[src/rtl/averager_sample_ctrl.sv]
// Sample-rate sequencer for the shared 2**POWER-sample moving averager: tick generation,
// source steering, window flush on source change and full-window qualification.
// Optional skipped-tick counter o_miss_cnt is built only when AVG_CTRL_MISS_CNT_EN is defined.
module averager_sample_ctrl #(
  parameter int POWER   = 8,
  parameter int N       = 12,
  parameter int NUM_SRC = 3,
  parameter int CLK_DIV = 1000
) (
  input  logic                 clk,
  input  logic                 reset,
  input  logic [2:0]           i_src_sel,
  input  logic [NUM_SRC*N-1:0] i_src_data,
  input  logic [NUM_SRC-1:0]   i_src_valid,
  input  logic [N-1:0]         i_avg_q,
  output logic [N-1:0]         o_avg_din,
  output logic                 o_avg_en,
  output logic                 o_avg_clr,
  output logic [2:0]           o_active_src,
  output logic                 o_filling,
  output logic [N-1:0]         o_out_data,
  output logic                 o_out_valid
`ifdef AVG_CTRL_MISS_CNT_EN
  ,
  output logic [7:0]           o_miss_cnt
`endif
);

  localparam int              CW        = (CLK_DIV > 1) ? $clog2(CLK_DIV) : 1;
  localparam logic [CW-1:0]   TICK_LAST = CW'(CLK_DIV - 1);
  localparam logic [POWER:0]  FILL_FULL = {1'b1, {POWER{1'b0}}};
  localparam logic [3:0]      NSRC      = 4'(NUM_SRC);

  typedef enum logic [1:0] {
    S_FLUSH,
    S_FILL,
    S_RUN
  } state_t;

  state_t         r_state;
  state_t         w_state_next;
  logic [CW-1:0]  r_tick_cnt;
  logic [POWER:0] r_fill_cnt;
  logic [POWER:0] w_fill_inc;
  logic [2:0]     r_src_sel;
  logic [2:0]     r_active_src;
  logic [N-1:0]   r_avg_din;
  logic           r_avg_en;
  logic           r_avg_clr;
  logic           r_en_d1;
  logic           r_filling;
  logic [N-1:0]   r_out_data;
  logic           r_out_valid;

  logic           w_tick;
  logic           w_change;
  logic           w_accept;
  logic           w_skip;
  logic [N-1:0]   w_sel_data;
  logic           w_sel_valid;

  // NOTE: every signal assigned in always_comb gets a default first, so no path can infer a latch.
  always_comb begin
    w_sel_data  = '0;
    w_sel_valid = 1'b0;
    for (int k = 0; k < NUM_SRC; k++) begin
      if (r_active_src == 3'(k)) begin
        w_sel_data  = i_src_data[k*N +: N];
        w_sel_valid = i_src_valid[k];
      end
    end
  end

  assign w_tick     = (r_tick_cnt == TICK_LAST);
  assign w_change   = ({1'b0, r_src_sel} < NSRC) && (r_src_sel != r_active_src);
  assign w_accept   = (r_state != S_FLUSH) && !w_change && w_tick && w_sel_valid;
  assign w_skip     = (r_state != S_FLUSH) && !w_change && w_tick && !w_sel_valid;
  assign w_fill_inc = r_fill_cnt + 1'b1;

  always_comb begin
    w_state_next = r_state;
    case (r_state)
      S_FLUSH: w_state_next = S_FILL;
      S_FILL:  if (w_accept && (w_fill_inc == FILL_FULL)) w_state_next = S_RUN;
      S_RUN:   w_state_next = S_RUN;
      default: w_state_next = S_FLUSH;
    endcase
    // A source change overrides everything, including a change seen during FLUSH itself.
    if (w_change) w_state_next = S_FLUSH;
  end

  // NOTE: sequential state uses non-blocking assignments so every flop samples pre-edge values.
  always_ff @(posedge clk) begin
    if (reset) begin
      r_state      <= S_FLUSH;
      r_tick_cnt   <= '0;
      r_fill_cnt   <= '0;
      r_src_sel    <= '0;
      r_active_src <= '0;
      r_avg_din    <= '0;
      r_avg_en     <= 1'b0;
      r_avg_clr    <= 1'b0;
      r_en_d1      <= 1'b0;
      r_filling    <= 1'b0;
      r_out_data   <= '0;
      r_out_valid  <= 1'b0;
    end else begin
      r_state   <= w_state_next;
      r_src_sel <= i_src_sel;
      r_avg_clr <= (r_state == S_FLUSH);
      r_filling <= (w_state_next != S_RUN);
      r_avg_en  <= w_accept;
      r_en_d1   <= r_avg_en && !w_change && (r_state != S_FLUSH);

      if (w_accept) r_avg_din <= w_sel_data;
      if (w_change) r_active_src <= r_src_sel;

      if (r_state == S_FLUSH) begin
        r_tick_cnt <= '0;
        r_fill_cnt <= '0;
      end else begin
        r_tick_cnt <= w_tick ? '0 : r_tick_cnt + 1'b1;
        if (w_accept && (r_state == S_FILL)) r_fill_cnt <= w_fill_inc;
      end

      // Averager Q settles the cycle after avg_en; a capture in flight across a change is dropped.
      if (w_change || (r_state == S_FLUSH)) begin
        r_out_valid <= 1'b0;
      end else if (r_en_d1) begin
        r_out_data <= i_avg_q;
        if (r_fill_cnt == FILL_FULL) r_out_valid <= 1'b1;
      end
    end
  end

`ifdef AVG_CTRL_MISS_CNT_EN
  logic [7:0] r_miss_cnt;

  always_ff @(posedge clk) begin
    if (reset || (r_state == S_FLUSH)) begin
      r_miss_cnt <= '0;
    end else if (w_skip && (r_miss_cnt != 8'hFF)) begin
      r_miss_cnt <= r_miss_cnt + 1'b1;
    end
  end

  assign o_miss_cnt = r_miss_cnt;
`else
  logic w_skip_unused;
  assign w_skip_unused = w_skip;
`endif

  assign o_avg_din    = r_avg_din;
  assign o_avg_en     = r_avg_en;
  assign o_avg_clr    = r_avg_clr;
  assign o_active_src = r_active_src;
  assign o_filling    = r_filling;
  assign o_out_data   = r_out_data;
  assign o_out_valid  = r_out_valid;

endmodule

[config.mk]
export PLATFORM = sky130hd
export DESIGN_NAME = averager_sample_ctrl
export DESIGN_NICKNAME = d
export VERILOG_FILES = /design/src/rtl/averager_sample_ctrl.sv
export SDC_FILE = /design/constraint.sdc
export NUM_CORES = 1
export LEC_CHECK = 0
export ABC_AREA = 0
export BUFFER_PORTS_ARGS = -buffer_cell sky130_fd_sc_hd__buf_2
export CELL_PAD_IN_SITES_DETAIL_PLACEMENT = 1
export CELL_PAD_IN_SITES_GLOBAL_PLACEMENT = 2
export CORE_MARGIN = 4
export CORE_UTILIZATION = 26
export DETAILED_ROUTE_END_ITERATION = 8
export MAX_ROUTING_LAYER = met4
export PLACE_DENSITY = 0.72
export SLEW_MARGIN = 20
export SYNTH_ARGS = -nofsm -noshare
export SYNTH_HDL_FRONTEND = slang
export SYNTH_SLANG_ARGS = --single-unit
[constraint.sdc]
create_clock -name clk -period 2.25 [get_ports clk]
set_input_delay 0.45 -clock clk [delete_from_list [all_inputs] [get_ports clk]]
set_output_delay 0.45 -clock clk [all_outputs]
set_load 0.005 [all_outputs]
# ---- Word level (Yosys, flattened, before mapping)
# Cells that the tools add are included.
dict set report totals {
  input_bits 56
  out_inout_bits 31
  ff_bits 56
  word_cells 52
}
dict set report op_classes {
  eq_ne 9
  add_sub_neg 2
  reduce_logical 18
  muxes 9
  bitwise_logic 1
  order_cmp 1
}
# cell count
set ops {}
lappend ops {{12-bit 2-to-1 mux} 3}
lappend ops {{9-bit == test (second input constant)} 2}
lappend ops {{10-bit by 1-bit adder with 10-bit output (second input constant)} 1}
lappend ops {{10-bit == test (second input constant)} 1}
lappend ops {{9-bit by 1-bit adder with 9-bit output (second input constant)} 1}
lappend ops {{1-bit logical AND} 8}
lappend ops {{2-bit case mux with 3 select lines} 1}
lappend ops {{2-bit 2-to-1 mux} 2}
lappend ops {{2-bit AND reduction} 2}
lappend ops {{2-bit OR reduction} 2}
lappend ops {{3-bit by 1-bit == test with 1-bit output (second input constant)} 1}
lappend ops {{3-bit by 2-bit == test with 1-bit output (second input constant)} 1}
lappend ops {{3-bit logical NOT} 1}
lappend ops {{3-bit by 2-bit less-than comparator with 1-bit output (second input constant)} 1}
lappend ops {{1-bit 2-to-1 mux} 3}
lappend ops {{3-bit != test} 1}
lappend ops {{3-bit OR reduction} 1}
lappend ops {{2-bit by 1-bit == test with 1-bit output (second input constant)} 1}
lappend ops {{2-bit == test (second input constant)} 1}
lappend ops {{2-bit logical NOT} 1}
lappend ops {{2-bit != test (second input constant)} 1}
lappend ops {{2-bit nonzero test} 1}
lappend ops {{1-bit logical NOT} 1}
lappend ops {{1-bit logical OR} 1}
lappend ops {{1-bit NOT} 1}

# ---- Logic depth before layout (Yosys ltp)
dict set report depth {
  word_depth 11
  mapped_depth 7
  mapped_depth_nobuf 6
}

# ---- Worst setup path after synthesis
# No wires, ideal clock.
dict set report synth_timing {
  path_kind {flip-flop to flip-flop}
  start {register r_active_src[2] (netlist: o_active_src[2])}
  end {register r_avg_din[10] (netlist: o_avg_din[10])}
  n_path_buf 1
  setup_ps 117
  period_less_slack_ps 2225
  path_slack_ps 25
  t_arrival_ps 2108
  stages_incl_launch_ff 7
  required_ps 2133
  cell_sequence {dfxtp_1 > or4_4 > o211a_4 > a2111oi_4 > a21oi_2 > buf_6 > a22o_1}
}
dict set report synth_between {
  elab_chain_len 6
  word_cells_on_any_way 15
  classes_between {3 x eq/ne; 6 x mux; 6 x reduce/logical}
}
# element line
set synth_rtl {}
lappend synth_rtl {{start: declaration} 46} ;# logic [2:0] r_active_src;
lappend synth_rtl {{start signal: assignment} 116} ;# if (w_change) r_active_src <= r_src_sel;
lappend synth_rtl {{3-bit != test} 75} ;# assign w_change = ({1'b0, r_src_sel} < NSRC) && (r_src_sel != r_active_src);
lappend synth_rtl {{1-bit logical AND} 75}
lappend synth_rtl {{1-bit logical NOT} 76} ;# assign w_accept = (r_state != S_FLUSH) && !w_change && w_tick && w_sel_valid;
lappend synth_rtl {{1-bit logical AND (2 in a row)} -}
lappend synth_rtl {{1-bit logical AND} 76}
lappend synth_rtl {{end signal: assignment} 115} ;# if (w_accept) r_avg_din <= w_sel_data;
lappend synth_rtl {{end: declaration} 47} ;# logic [N-1:0] r_avg_din;
# Several ways; a longest one is shown, not always the timed one.
# A chain may end at the register's enable or synchronous reset.

# ---- Worst setup path in the final report
dict set report layout_timing {
  start {register r_active_src[0] (netlist: o_active_src[0])}
  end {register r_avg_din[0] (netlist: o_avg_din[0])}
}
# Same word-level chain as after synthesis.

==> flow_metrics.env <==
export IMPL_io_pins=87
export IMPL_max_freq_ghz=0.467
export IMPL_cts_hold_fix_buffers=0
export IMPL_drive_gt1_share_pct=30.9
export IMPL_cell_internal_pwr_uw=1320
export IMPL_p_leak_uw=0.00137
export IMPL_critPathMaxFanout=11
export IMPL_drv_cap=0
export IMPL_crit_start="o_active_src[0]$_SDFFE_PP0P_"
export IMPL_cp_end_kind="flip-flop"
export IMPL_async_flop_share_pct=0
export IMPL_p_seq_share_pct=56.8
export IMPL_drtPass1Iterations=4
export IMPL_synth_top_cell_area_share_pct=43.3
export IMPL_drt_iter0_drc=62
export IMPL_viasPerCell=4.61
export IMPL_cts_root_buf="clkbuf_8"
export IMPL_status="finished, final reports clean"
export IMPL_grt_max_degree=20
export IMPL_period_minus_slack_ns=2.14
export IMPL_worstSetupPathType="flip-flop to flip-flop"
export IMPL_syn_num_nets=343
export IMPL_hp_class="input pin to flip-flop"
export IMPL_finalNetCount=435
export IMPL_die_area_sq_um=11600
export IMPL_grt_usage_pct=13.1
export IMPL_cts_buffers=5
export IMPL_clock_latency_ns=0.31
export IMPL_ir_drop_v=0.000252
export IMPL_grt_pass1_vias=2387
export IMPL_dpl_hpwl_microns=5710
export IMPL_crit_buf_inv=1
export IMPL_ant_nets=0
export IMPL_num_vias=2349
export IMPL_worstPathArrival_ns=2.35
export IMPL_critical_path_top_delay_family="compound AO/OA/AOI/OAI gates"
export IMPL_rsz0062_at_grt="no"
export IMPL_drc_errors=0
export IMPL_hold_start="i_src_sel[0]"
export IMPL_dieHeight_microns=108
export IMPL_port_buffers=86
export IMPL_p_sw_share_pct=26.1
export IMPL_gp_congestion=0.738
export IMPL_crit_chain="buf_4, or4bb_1, o211a_4, a2111oi_4, a21oi_2, a22o_1"
export IMPL_yosysWarnings=0
export IMPL_fin_crit_sh_pct=95.3
export IMPL_gr_total_overflow=0
export IMPL_synth_seq_cells=56
export IMPL_synth_top_cell_by_area="dfxtp_1"
export IMPL_layout_commonest_cell="buf_2"
export IMPL_netlist_instances=283
export IMPL_seq_area_frac_synth_pct=43.3
export IMPL_core_area_sq_um=9730
export IMPL_antenna_cells=0
export IMPL_final_cell_mix="buf_2, dfxtp_1, nor2_1, nand2_1, mux2i_1"
export IMPL_comb_power_share_pct=10.3
export IMPL_setup_violations=0
export IMPL_slew_headroom_pct=59.4
export IMPL_drv_slew=0
export IMPL_ctsHtreeMaxLevel=2
export IMPL_routed_wl_microns=7390
export IMPL_clk_pin_slew_ns=0.11
export IMPL_yosys_top_cells_area="dfxtp_1, mux2i_1, nor2_1"
export IMPL_ys_dominant_reg_cell="dfxtp_1"
export IMPL_r2r_start="o_active_src[0]$_SDFFE_PP0P_"
export IMPL_grt_pass1_wl_microns=11900
export IMPL_p_clk_share_pct=32.9
export IMPL_worst_endpoint_required_ns=2.46
export IMPL_clock_path_buffers=2
export IMPL_antenna_found_initial=0
export IMPL_fin_skew_ns=0.00757
export IMPL_syn_to_final_growth_pct=28.3
export IMPL_p_sw_uw=465
export IMPL_synth_edf_count=0
export IMPL_cts_setup_buffers=0
export IMPL_hold_slack_ns=0.341
export IMPL_rows=36
export IMPL_crit_slowest_cell="or4bb_1"
export IMPL_final_util_pct=34.1
export IMPL_start_util_pct=26.6
export IMPL_cpPeakStageDelay_ns=0.45
export IMPL_synth_cell_area_sq_um=2590
export IMPL_worst_pin_slew_ns=0.609
export IMPL_die_w_microns=108
export IMPL_cellPowerDensity_nw_per_um2=536
export IMPL_wl_per_cell_microns=14.5
export IMPL_avgSynthCellArea_sq_um=9.15
export IMPL_cts_tree="built"
export IMPL_fin_tns_setup_ns=0
export IMPL_clkSinkCount=56
export IMPL_ys_types=50
export IMPL_finalHoldViolations=0
export IMPL_crit_path_start_kind="flip-flop"
[sequential cells by signal, indices dropped and copies added (netlist names)]
signal	cells
o_active_src	3
o_avg_clr	1
r_src_sel	3
o_filling	1
o_out_data	12
r_state	2
o_out_valid	1
o_avg_en	1
r_tick_cnt	10
r_fill_cnt	9
r_en_d1	1
o_avg_din	12
[what timing repair did]
action,in CTS,in global routing
endpoints found under the setup margin,0,7
hold endpoints to repair,0,0
gates resized for setup,0,2
[Yosys cell counts, drive strengths merged (2+ instances only)]
| cell | number |
|---|---|
| xnor2 | 5 |
| and4 | 3 |
| a22o | 11 |
| clkbuf | 8 |
| or3 | 5 |
| nor3 | 3 |
| inv | 6 |
| xor2 | 4 |
| nor2b | 6 |
| nand3 | 10 |
| mux2i | 25 |
| a21oi | 13 |
| ha | 4 |
| dfxtp | 56 |
| nor2 | 31 |
| o21a | 2 |
| o211ai | 2 |
| buf | 5 |
| and3 | 8 |
| nand2 | 26 |
| o211a | 3 |
| o21ai | 21 |
| nand3b | 3 |
| or4 | 2 |
| nand4b | 2 |
[worst paths after layout]
| kind | cells past startpoint | end | slack [ns] |
|---|---|---|---|
| max | 6 | o_avg_din[0]$_SDFFE_PP0P_ | 0.11 |
| min | 2 | r_src_sel[0]$_SDFF_PP0_ | 0.34 |
| max reg2reg | 6 | o_avg_din[0]$_SDFFE_PP0P_ | 0.11 |
| min reg2reg | 1 | o_avg_din[4]$_SDFFE_PP0P_ | 0.49 |
[cell type report]
type,instances,area (sq um)
clock buffer,5,68.8
clock inverter,3,25.0
fill,1187,6410
inverter,7,26.3
multi-input combinational,207,1390
sequential,56,1120
tap,133,166
timing repair buffer,98,520
[cells by family (layout without fill, tap and decap cells)]
kind of cell	after synthesis	count (layout)	synth area share (%)
xor+xnor	9	9	3.04
buf+inv	20	113	3.43
fa+ha+maj	4	4	1.93
compound gates	59	59	16.3
simple gates	109	109	21.9
flops	56	56	43.3
mux	26	26	10.1
[power groups by stage]
stage | registers (uW) | logic [uW] | clock network [uW]
final | 1010 | 184 | 586
after global routing | 1020 | 208 | 666
after CTS | 1010 | 189 | 630
after detailed placement | 1040 | 188 | 0
after global placement | 1030 | 186 | 0
after floorplan | 1030 | 101 | 0
[metrics by stage]
| stage | instance area [sq um] | setup WS (ns) | total power [uW] | instances |
|---|---|---|---|---|
| finish | 3320 | 0.107 | 1780 | 509 |
| global route | 3320 | 0.000320 | 1890 | 509 |
| CTS | 3310 | 0.0729 | 1830 | 509 |
| detailed placement | 3210 | 0.120 | 1220 | 501 |
| global placement | 3210 | 0.202 | 1220 | 501 |
| floorplan | 2590 | 0.0250 | 1130 | 283 |
[metal layers]
metal / vias to the layer above / global-route usage [%] / wire length, microns
met5: - / - / 0
met4: 0 / 3.25 / 70
met3: 5 / 2.64 / 287
met2: 46 / 20.5 / 3560
met1: 1107 / 17.5 / 3470
li1: 1191 / - / -
(Power assumes the default switching activity.)
